--- src/rtl/life_tracker_pkg.sv ---
// Shared game definitions: state encoding, life counter width and the
// saturating life increment used by the tracker.
package life_tracker_pkg;

  localparam int LIFE_W = 4;

  typedef enum logic [1:0] {
    IDLE      = 2'd0,
    PLAY      = 2'd1,
    INVULN    = 2'd2,
    GAME_OVER = 2'd3
  } game_state_t;

  function automatic logic [LIFE_W-1:0] sat_inc(input logic [LIFE_W-1:0] v,
                                                input logic [LIFE_W-1:0] ceil_v);
    logic [LIFE_W-1:0] res;
    if (v >= ceil_v) begin
      res = ceil_v;
    end else begin
      res = v + LIFE_W'(1);
    end
    return res;
  endfunction

endpackage

--- src/rtl/life_tracker_if.sv ---
// Player-event inputs and display-facing outputs of the life tracker.
interface life_tracker_if;
  import life_tracker_pkg::*;

  logic              start;
  logic              hit;
  logic              bonus;
  logic [LIFE_W-1:0] life;
  logic              game_over;
  logic              invulnerable;
  logic              blink;

  modport master (output start, hit, bonus,
                  input  life, game_over, invulnerable, blink);
  modport slave  (input  start, hit, bonus,
                  output life, game_over, invulnerable, blink);
endinterface

--- src/rtl/life_tracker_rise_edge.sv ---
// Rising-edge detector for a level request; a level already high when reset
// is released must be seen low once before it can produce a pulse.
module rise_edge (
  input  logic clk,
  input  logic rst,
  input  logic i_level,
  output logic o_pulse
);

  logic r_prev;
  logic r_armed;

  // Previous-level copy plus the seen-low qualifier.
  always_ff @(posedge clk or posedge rst) begin
    if (rst) begin
      r_prev  <= 1'b0;
      r_armed <= 1'b0;
    end else begin
      r_prev  <= i_level;
      r_armed <= r_armed | ~i_level;
    end
  end

  assign o_pulse = i_level & ~r_prev & r_armed;

endmodule

--- src/rtl/life_tracker.sv ---
// Player life tracker: start/hit/bonus edges drive a four-state game FSM with
// a timed invulnerability window and a blinking display request.
module life_tracker
  import life_tracker_pkg::*;
#(
  parameter int INIT_LIFE     = 3,
  parameter int MAX_LIFE      = 9,
  parameter int INVULN_CYCLES = 50_000_000,
  parameter int BLINK_HALF    = 6_250_000
) (
  input  logic           clk,
  input  logic           rst,
  life_tracker_if.slave  bus
);

  localparam int TIMER_W = (INVULN_CYCLES > 1) ? $clog2(INVULN_CYCLES) : 1;
  localparam int BLINK_W = (BLINK_HALF > 1) ? $clog2(BLINK_HALF) : 1;
  localparam logic [TIMER_W-1:0] TIMER_LOAD = TIMER_W'(INVULN_CYCLES - 1);
  localparam logic [BLINK_W-1:0] BLINK_LAST = BLINK_W'(BLINK_HALF - 1);
  localparam logic [LIFE_W-1:0]  LIFE_INIT  = LIFE_W'(INIT_LIFE);
  localparam logic [LIFE_W-1:0]  LIFE_CEIL  = LIFE_W'(MAX_LIFE);

  logic w_start;
  logic w_hit;
  logic w_bonus;

  rise_edge u_start_edge (.clk(clk), .rst(rst), .i_level(bus.start), .o_pulse(w_start));
  rise_edge u_hit_edge   (.clk(clk), .rst(rst), .i_level(bus.hit),   .o_pulse(w_hit));
  rise_edge u_bonus_edge (.clk(clk), .rst(rst), .i_level(bus.bonus), .o_pulse(w_bonus));

  game_state_t        r_state;
  game_state_t        w_state_nx;
  logic [LIFE_W-1:0]  r_life;
  logic [LIFE_W-1:0]  w_life_nx;
  logic [TIMER_W-1:0] r_timer;
  logic [TIMER_W-1:0] w_timer_nx;
  logic [BLINK_W-1:0] r_bcnt;
  logic [BLINK_W-1:0] w_bcnt_nx;
  logic               r_blink;
  logic               w_blink_nx;
  logic               r_game_over;
  logic               r_invuln;

  // State, counters and registered outputs.
  always_ff @(posedge clk or posedge rst) begin
    if (rst) begin
      r_state     <= IDLE;
      r_life      <= LIFE_W'(0);
      r_timer     <= TIMER_W'(0);
      r_bcnt      <= BLINK_W'(0);
      r_blink     <= 1'b0;
      r_game_over <= 1'b0;
      r_invuln    <= 1'b0;
    end else begin
      r_state     <= w_state_nx;
      r_life      <= w_life_nx;
      r_timer     <= w_timer_nx;
      r_bcnt      <= w_bcnt_nx;
      r_blink     <= w_blink_nx;
      r_game_over <= (w_state_nx == GAME_OVER);
      r_invuln    <= (w_state_nx == INVULN);
    end
  end

  // Next-state logic; blink and its counter fall to zero unless staying in INVULN.
  always_comb begin
    w_state_nx = r_state;
    w_life_nx  = r_life;
    w_timer_nx = r_timer;
    w_blink_nx = 1'b0;
    w_bcnt_nx  = BLINK_W'(0);
    case (r_state)
      IDLE, GAME_OVER: begin
        if (w_start) begin
          w_state_nx = PLAY;
          w_life_nx  = LIFE_INIT;
        end else begin
          w_state_nx = r_state;
        end
      end
      PLAY: begin
        if (w_hit && w_bonus) begin
          w_state_nx = INVULN;
          w_timer_nx = TIMER_LOAD;
          w_blink_nx = 1'b1;
        end else if (w_hit) begin
          if (r_life > LIFE_W'(1)) begin
            w_life_nx  = r_life - LIFE_W'(1);
            w_state_nx = INVULN;
            w_timer_nx = TIMER_LOAD;
            w_blink_nx = 1'b1;
          end else begin
            w_life_nx  = LIFE_W'(0);
            w_state_nx = GAME_OVER;
          end
        end else if (w_bonus) begin
          w_life_nx = sat_inc(r_life, LIFE_CEIL);
        end else begin
          w_life_nx = r_life;
        end
      end
      INVULN: begin
        if (w_bonus) begin
          w_life_nx = sat_inc(r_life, LIFE_CEIL);
        end else begin
          w_life_nx = r_life;
        end
        if (r_timer == TIMER_W'(0)) begin
          w_state_nx = PLAY;
          w_timer_nx = TIMER_W'(0);
        end else begin
          w_timer_nx = r_timer - TIMER_W'(1);
          if (r_bcnt == BLINK_LAST) begin
            w_blink_nx = ~r_blink;
            w_bcnt_nx  = BLINK_W'(0);
          end else begin
            w_blink_nx = r_blink;
            w_bcnt_nx  = r_bcnt + BLINK_W'(1);
          end
        end
      end
      default: begin
        w_state_nx = IDLE;
        w_life_nx  = LIFE_W'(0);
        w_timer_nx = TIMER_W'(0);
      end
    endcase
  end

  assign bus.life         = r_life;
  assign bus.game_over    = r_game_over;
  assign bus.invulnerable = r_invuln;
  assign bus.blink        = r_blink;

endmodule

--- src/flat_wrapper.sv ---
// flat-port wrapper written by rule: the top's interface ports become plain ports
module life_tracker_flat import life_tracker_pkg::*;
#(
  parameter int INIT_LIFE     = 3,
  parameter int MAX_LIFE      = 9,
  parameter int INVULN_CYCLES = 50_000_000,
  parameter int BLINK_HALF    = 6_250_000
)
  (clk, rst, bus_start, bus_hit, bus_bonus, bus_life, bus_game_over, bus_invulnerable, bus_blink);
  life_tracker_if bus_i ();
  input  logic clk;
  input  logic rst;
  input wire logic [$bits(bus_i.start)-1:0] bus_start;
  input wire logic [$bits(bus_i.hit)-1:0] bus_hit;
  input wire logic [$bits(bus_i.bonus)-1:0] bus_bonus;
  output wire logic [$bits(bus_i.life)-1:0] bus_life;
  output wire logic [$bits(bus_i.game_over)-1:0] bus_game_over;
  output wire logic [$bits(bus_i.invulnerable)-1:0] bus_invulnerable;
  output wire logic [$bits(bus_i.blink)-1:0] bus_blink;
  assign bus_i.start = bus_start;
  assign bus_i.hit = bus_hit;
  assign bus_i.bonus = bus_bonus;
  assign bus_life = bus_i.life;
  assign bus_game_over = bus_i.game_over;
  assign bus_invulnerable = bus_i.invulnerable;
  assign bus_blink = bus_i.blink;
  life_tracker #(.INIT_LIFE(INIT_LIFE), .MAX_LIFE(MAX_LIFE), .INVULN_CYCLES(INVULN_CYCLES), .BLINK_HALF(BLINK_HALF)) u_core (.clk(clk), .rst(rst), .bus(bus_i));
endmodule
--- config.mk ---
export PLATFORM = sky130hd
export DESIGN_NAME = life_tracker_flat
export DESIGN_NICKNAME = d
export VERILOG_FILES = /design/src/rtl/life_tracker_pkg.sv /design/src/rtl/life_tracker_if.sv /design/src/rtl/life_tracker_rise_edge.sv /design/src/rtl/life_tracker.sv /design/src/flat_wrapper.sv
export SDC_FILE = /design/constraint.sdc
export NUM_CORES = 1
export LEC_CHECK = 0
export CAP_MARGIN = 20
export CORE_UTILIZATION = 65
export CTS_BUF_LIST = sky130_fd_sc_hd__clkbuf_8
export DETAILED_ROUTE_END_ITERATION = 8
export HOLD_SLACK_MARGIN = 0.15
export PLACE_DENSITY = 0.87
export SLEW_MARGIN = 20
export SYNTH_ARGS = -nofsm -noshare
export SYNTH_HDL_FRONTEND = slang
export SYNTH_SLANG_ARGS = --single-unit
export TNS_END_PERCENT = 5
--- constraint.sdc ---
create_clock -name clk -period 4.3 [get_ports clk]
set_input_delay 0.645 -clock clk [delete_from_list [all_inputs] [get_ports clk]]
set_output_delay 0.645 -clock clk [all_outputs]
set_load 0.01 [all_outputs]
==> flow_summary.json, run 1 <==
{
  "clk_path_buf_depth": 2,
  "worst_r2r_startpoint": "u_core.r_timer[10]$_DFFE_PP0P_",
  "cts_htree_levels": 3,
  "synth.avg_cell_area_um2": 9.29,
  "worstMarginPinSlew_ps": 931,
  "final_nets": 408,
  "cp.required_ps": 4520,
  "start_util_pct": 69.4,
  "grt-ovfl-total": 0,
  "startpoint": "bus_bonus",
  "fmax_mhz": 336,
  "first_pass_iters": 5,
  "dp.cells": 453,
  "synth_top_family_by_area": "simple AND/OR/NAND/NOR gates",
  "max_slew_margin_pct": 38.0,
  "post_cts_buffers": 0,
  "finalMaxSlewViolations": 0,
  "synth_top_flop_cell": "dfrtp_1",
  "drc_errors": 0,
  "syn_to_final_growth_pct": 8.75,
  "finalSetupViolCount": 0,
  "synth_edf_count": 0,
  "clock_latency_ps": 340,
  "finalPower_mw": 1.80,
  "cp_slowest_cell": "o41ai_1",
  "skew_ps": 12.0,
  "root_buffer": "clkbuf_8",
  "yosys.area_share.adder_pct": 2.74,
  "clock-sinks": 64,
  "cp-start-kind": "input pin",
  "ys_seq_area_share_pct": 43.8,
  "cts_buffers": 9,
  "synth_seq_cells": 64,
  "p_leak_nw": 1.53,
  "grt_usage_pct": 28.3,
  "wl_um": 7910,
  "num_vias": 3087,
  "power_frac_seq_pct": 37.9,
  "core_um2": 5270,
  "drtIter0Drc": 303,
  "cap_violations": 0,
  "synth_fp_nets": 407,
  "ios": 12,
  "wl_per_cell_um": 16.8,
  "synth_simple_gate_area_share_pct": 22.5,
  "synth_cell_types": 60,
  "antennaDiodeCount": 0,
  "layout_commonest_cell": "dfrtp_1",
  "grt_pass1_wl_um": 13400,
  "critPathTopFamily": "compound AO/OA/AOI/OAI gates",
  "mostFrequentLayoutCells": "64 x dfrtp_1, 44 x nor2_1, 31 x o21ai_0",
  "die_area_um2": 5930,
  "irDropWorstVdd_mv": 0.318,
  "stdcell_count": 470,
  "rows": 26,
  "cp.arrival_ps": 3190,
  "clkTransAtPathRegs_ps": 70,
  "synth_xor_area_share_pct": 5.26,
  "cellPowerDensity_nw_per_um2": 451,
  "min_from": "u_core.u_start_edge.r_armed$_DFF_PP0_",
  "hp-class": "flip-flop to flip-flop",
  "final.period_utilization_pct": 69.2,
  "synth_mux_area_share_pct": 0.581,
  "crit_path_max_incr_delay_ps": 750,
  "swShare_pct": 39.1,
  "timing_worst_setup_path_type": "input pin to flip-flop",
  "dp_slack_ps": 1160,
  "hpwl_um": 5150,
  "path_cells": "clkdlybuf4s50_1 -> and3b_1 -> o41ai_1 -> o21a_1 -> nor2_1 -> a311o_1",
  "antenna_found_initial": 0,
  "ctsHoldBuffers": 0,
  "vias_per_cell": 6.57,
  "syn_inst": 394,
  "synth_compound_gate_area_share_pct": 20.3,
  "hold_viol_final": 0,
  "cts_tree": "yes",
  "netlist_area_um2": 3660,
  "io_buffers": 11,
  "ant_nets": 0,
  "pwr-share-clk_pct": 27.3,
  "power_frac_comb_pct": 34.8,
  "fin_tns_setup_ps": 0,
  "grt_pass1_vias": 2943,
  "outcome": "completed",
  "die_y_um": 77.0,
  "fill_cells": 362,
  "synth_warnings": 0,
  "p_sw_mw": 0.702,
  "endpoint_kind": "flip-flop",
  "p_int_mw": 1.09,
  "cp_num_buf_inv": 1,
  "gp_congestion": 0.895,
  "grt_start_max_net_pins": 48,
  "cts_resized": 0,
  "fp.dieW_um": 77.0,
  "crit_path_max_fanout": 13,
  "drive_gt1_share_pct": 7.25,
  "ys_async_sr_fraction_pct": 100,
  "finalCriticalPeriod_ps": 2980,
  "final.setup.worst_slack_ps": 1320,
  "rsz0062_at_grt": "no"
}
## area by class of cell
| class | count | area (µm²) | share of cell area, % |
|---|---|---|---|
| tap | 70 | 87.6 | 2.20 |
| multi-input combinational | 290 | 1890 | 47.6 |
| clock inverter | 4 | 27.5 | 0.692 |
| inverter | 16 | 60.1 | 1.51 |
| clock buffer | 12 | 165 | 4.15 |
| timing repair buffer | 14 | 145 | 3.65 |
| sequential | 64 | 1600 | 40.2 |
## through the flow
stage,hold WS (ps),util [%],instance area [µm²]
after global placement,450,71.3,3760
after detailed placement,454,71.3,3760
after global routing,475,75.5,3980
after CTS,471,75.0,3950
after floorplan,435,-,3660
final,467,75.5,3980
## cell usage after synthesis (3+ instances only)
cell type,count,area [µm²]
o41ai_1,5,43.8
or4_1,9,67.6
or3_1,4,25.0
and3_1,6,37.5
a31oi_1,3,18.8
o31ai_1,5,37.5
o21ai_1,3,15.0
nor3_1,17,85.1
a21oi_1,10,50.1
dfrtp_1,64,1600
nand4_1,9,56.3
xnor2_1,14,123
ha_1,8,100
inv_1,16,60.1
a22o_1,20,175
nand3_1,7,35.0
nand2_1,13,48.8
nand2b_1,8,50.1
a21boi_0,3,22.5
nor2_1,44,165
and4_1,4,35.0
o22ai_1,4,25.0
o31a_1,3,26.3
xor2_1,8,70.1
buf_2,6,30.0
o211ai_1,3,22.5
nand3b_1,3,22.5
o21ai_0,31,155
clkbuf_1,15,56.3
nor4_1,11,68.8
## power by group through the flow
| stage | Combinational, mW | Sequential, mW | Clock (mW) |
|---|---|---|---|
| after global routing | 0.683 | 0.686 | 0.517 |
| after floorplan | 0.443 | 0.686 | 0 |
| final | 0.626 | 0.681 | 0.490 |
| after detailed placement | 0.587 | 0.691 | 0 |
| after CTS | 0.593 | 0.680 | 0.495 |
| after global placement | 0.567 | 0.689 | 0 |
## logic make-up (layout without fill, tap and decap cells)
kind of cell / after synthesis / in the layout
AO/OA/AOI/OAI: 108 / 108
XOR/XNOR: 22 / 22
adder cells (fa/ha/maj): 8 / 8
buffers and inverters: 40 / 46
flip-flops: 64 / 64
multiplexers: 2 / 2
AND/OR/NAND/NOR: 150 / 150
## routing by layer
metal / up-vias / track usage (%) / part of all wire, %
li1: 1471 / - / -
met1: 1498 / 38.6 / 45
met2: 105 / 46.2 / 48
met5: - / 0 / 0
met3: 13 / 4.17 / 5.5
met4: 0 / 10.0 / 1.1
## state kept, by name, indices dropped and copies added (netlist names)
name and count:
u_core.u_start_edge.r_prev 1, u_core.u_hit_edge.r_prev 1, u_core.r_bcnt 23, u_core.bus.blink 1
u_core.u_bonus_edge.r_prev 1, u_core.bus.game_over 1, u_core.u_bonus_edge.r_armed 1, u_core.u_start_edge.r_armed 1
u_core.bus.invulnerable 1, u_core.bus.life 4, u_core.r_state 2, u_core.u_hit_edge.r_armed 1
u_core.r_timer 26
## path summary, 6_finish.rpt
check                                                   endpoint  slack [ps]  depth (start not counted)
max reg2reg                         u_core.bus.blink$_DFFE_PP0P_        1450                          5
min                        u_core.u_start_edge.r_armed$_DFF_PP0_         470                          1
max                               u_core.r_timer[18]$_DFFE_PP0P_        1320                          6
max in group asynchronous           u_core.bus.blink$_DFFE_PP0P_        2900                          4
min in group asynchronous  u_core.u_bonus_edge.r_armed$_DFF_PP0_         580                          2
min reg2reg                u_core.u_start_edge.r_armed$_DFF_PP0_         470                          1
(Power assumes the default switching activity.)
==> inputs of run 2 (changes only) <==
CORE_UTILIZATION = 64   (was 65)
PLACE_DENSITY = 0.86   (was 0.87)
clock period = 3.05 ns   (was 4.3 ns; I/O delays follow)
==> flow_summary.json, run 2 (synthesis results as in run 1) <==
{
  "die_y_um": 77.6,
  "cts_tree": "yes",
  "max_slew_margin_pct": 53.9,
  "clk_path_buf_depth": 2,
  "hold_viol_final": 0,
  "hpwl_um": 5350,
  "timing_worst_setup_path_type": "flip-flop to flip-flop",
  "top_register": "u_core.r_timer",
  "core_um2": 5510,
  "grt_start_max_net_pins": 35,
  "cts_buffers": 9,
  "rsz0062_at_grt": "no",
  "cts_resized": 0,
  "cap_violations": 0,
  "drc_errors": 0,
  "ctsHoldBuffers": 0,
  "vias_per_cell": 6.54,
  "syn_to_final_growth_pct": 10.0,
  "cts_htree_levels": 3,
  "cp-start-kind": "flip-flop",
  "finalPower_mw": 2.57,
  "io_buffers": 11,
  "finalCriticalPeriod_ps": 2680,
  "drtIter0Drc": 228,
  "gp_congestion": 0.863,
  "post_cts_buffers": 0,
  "clkTransAtPathRegs_ps": 70,
  "clock_latency_ps": 330,
  "die_area_um2": 6020,
  "timing.reg2reg.setup_slack_ps": 370,
  "finalSetupViolCount": 0,
  "start_util_pct": 66.5,
  "endpoint_kind": "flip-flop",
  "largest_reg_flops": 26,
  "final_nets": 414,
  "antenna_found_initial": 0,
  "wl_per_cell_um": 16.7,
  "irDropWorstVdd_mv": 0.364,
  "skew_ps": 11.0,
  "ios": 12,
  "cp.arrival_ps": 2890,
  "mostFrequentLayoutCells": "64 x dfrtp_1, 44 x nor2_1, 31 x o21ai_0",
  "fp.dieW_um": 77.6,
  "final.period_utilization_pct": 88.0,
  "root_buffer": "clkbuf_8",
  "hp-class": "flip-flop to flip-flop",
  "grt_pass1_wl_um": 13600,
  "worstMarginPinSlew_ps": 691,
  "clock-sinks": 64,
  "antennaDiodeCount": 0,
  "grt-ovfl-total": 0,
  "first_pass_iters": 4,
  "grt_pass1_vias": 2946,
  "fin_tns_setup_ps": 0,
  "wl_um": 7960,
  "p_leak_nw": 1.57,
  "rows": 27,
  "drive_gt1_share_pct": 8.15,
  "ant_nets": 0,
  "crit_path_max_fanout": 23,
  "fmax_mhz": 373,
  "grt_usage_pct": 28.6,
  "layout_commonest_cell": "dfrtp_1",
  "cellPowerDensity_nw_per_um2": 639,
  "num_vias": 3119,
  "finalMaxSlewViolations": 0,
  "fill_cells": 392,
  "outcome": "completed",
  "cp.required_ps": 3260
}
run 2: changes by cell type in the layout (fill, tap and decap cells not counted), sizes merged:
cell | before | now
bufinv | 0 | 1
inv | 16 | 17
clkinvlp | 3 | 0
clkinv | 1 | 3
buf | 3 | 9
clkbuf | 12 | 10
run 2: power by group:
part           leakage [nW]  switching (mW)  total (mW)  internal, mW
clock network         0.103           0.304       0.692         0.388
registers             0.771          0.0630       0.962         0.899
logic                 0.701           0.585       0.918         0.332
total                  1.57           0.953        2.57          1.62
run 2: area by class of cell:
class                   count  area, µm²  share of cell area (%)
well taps                  72       90.1                    2.24
multi-input cells         290       1890                    46.8
clock inverters             5       48.8                    1.21
repair buffers             20        203                    5.03
flip-flops and latches     64       1600                    39.8
inverters                  16       60.1                    1.49
clock buffers              10        138                    3.42
run 2: final timing paths:
path                                                       start  cells after the start                               endpoint
min                        u_core.u_start_edge.r_armed$_DFF_PP0_                      1  u_core.u_start_edge.r_armed$_DFF_PP0_
min in group asynchronous                                    rst                      2  u_core.u_bonus_edge.r_armed$_DFF_PP0_
min reg2reg                u_core.u_start_edge.r_armed$_DFF_PP0_                      1  u_core.u_start_edge.r_armed$_DFF_PP0_
max in group asynchronous                                    rst                      3          u_core.r_timer[0]$_DFFE_PP0P_
max                               u_core.r_timer[17]$_DFFE_PP0P_                      6         u_core.r_timer[13]$_DFFE_PP0P_
max reg2reg                       u_core.r_timer[17]$_DFFE_PP0P_                      6         u_core.r_timer[13]$_DFFE_PP0P_
run 2: through the flow:
step / worst slack [ps] / std cells / instance area (µm²) / util, % / hold WS (ps)
after floorplan: 508 / 394 / 3660 / - / 435
after global placement: 486 / 462 / 3840 / 69.7 / 450
after detailed placement: 432 / 462 / 3840 / 69.7 / 459
after CTS: 401 / 477 / 4030 / 73.1 / 481
after global routing: 277 / 477 / 4030 / 73.1 / 509
final: 366 / 477 / 4030 / 73.1 / 478
run 2: metal layers:
layer / GRT usage (%) / share of wire [%] / vias to the layer above
met5: 0 / 0 / -
met2: 45.4 / 48 / 113
met4: 13.0 / 1.7 / 0
met1: 38.4 / 45 / 1506
met3: 4.82 / 5.3 / 15
li1: - / - / 1485
run 2: critical path, stage by stage (launching register included):
cell and delay [ps]:
dfrtp_1 450, or4_1 630, or4_4 610, nor2_1 200, buf_4 290, o21ai_0 130, a22o_1 250
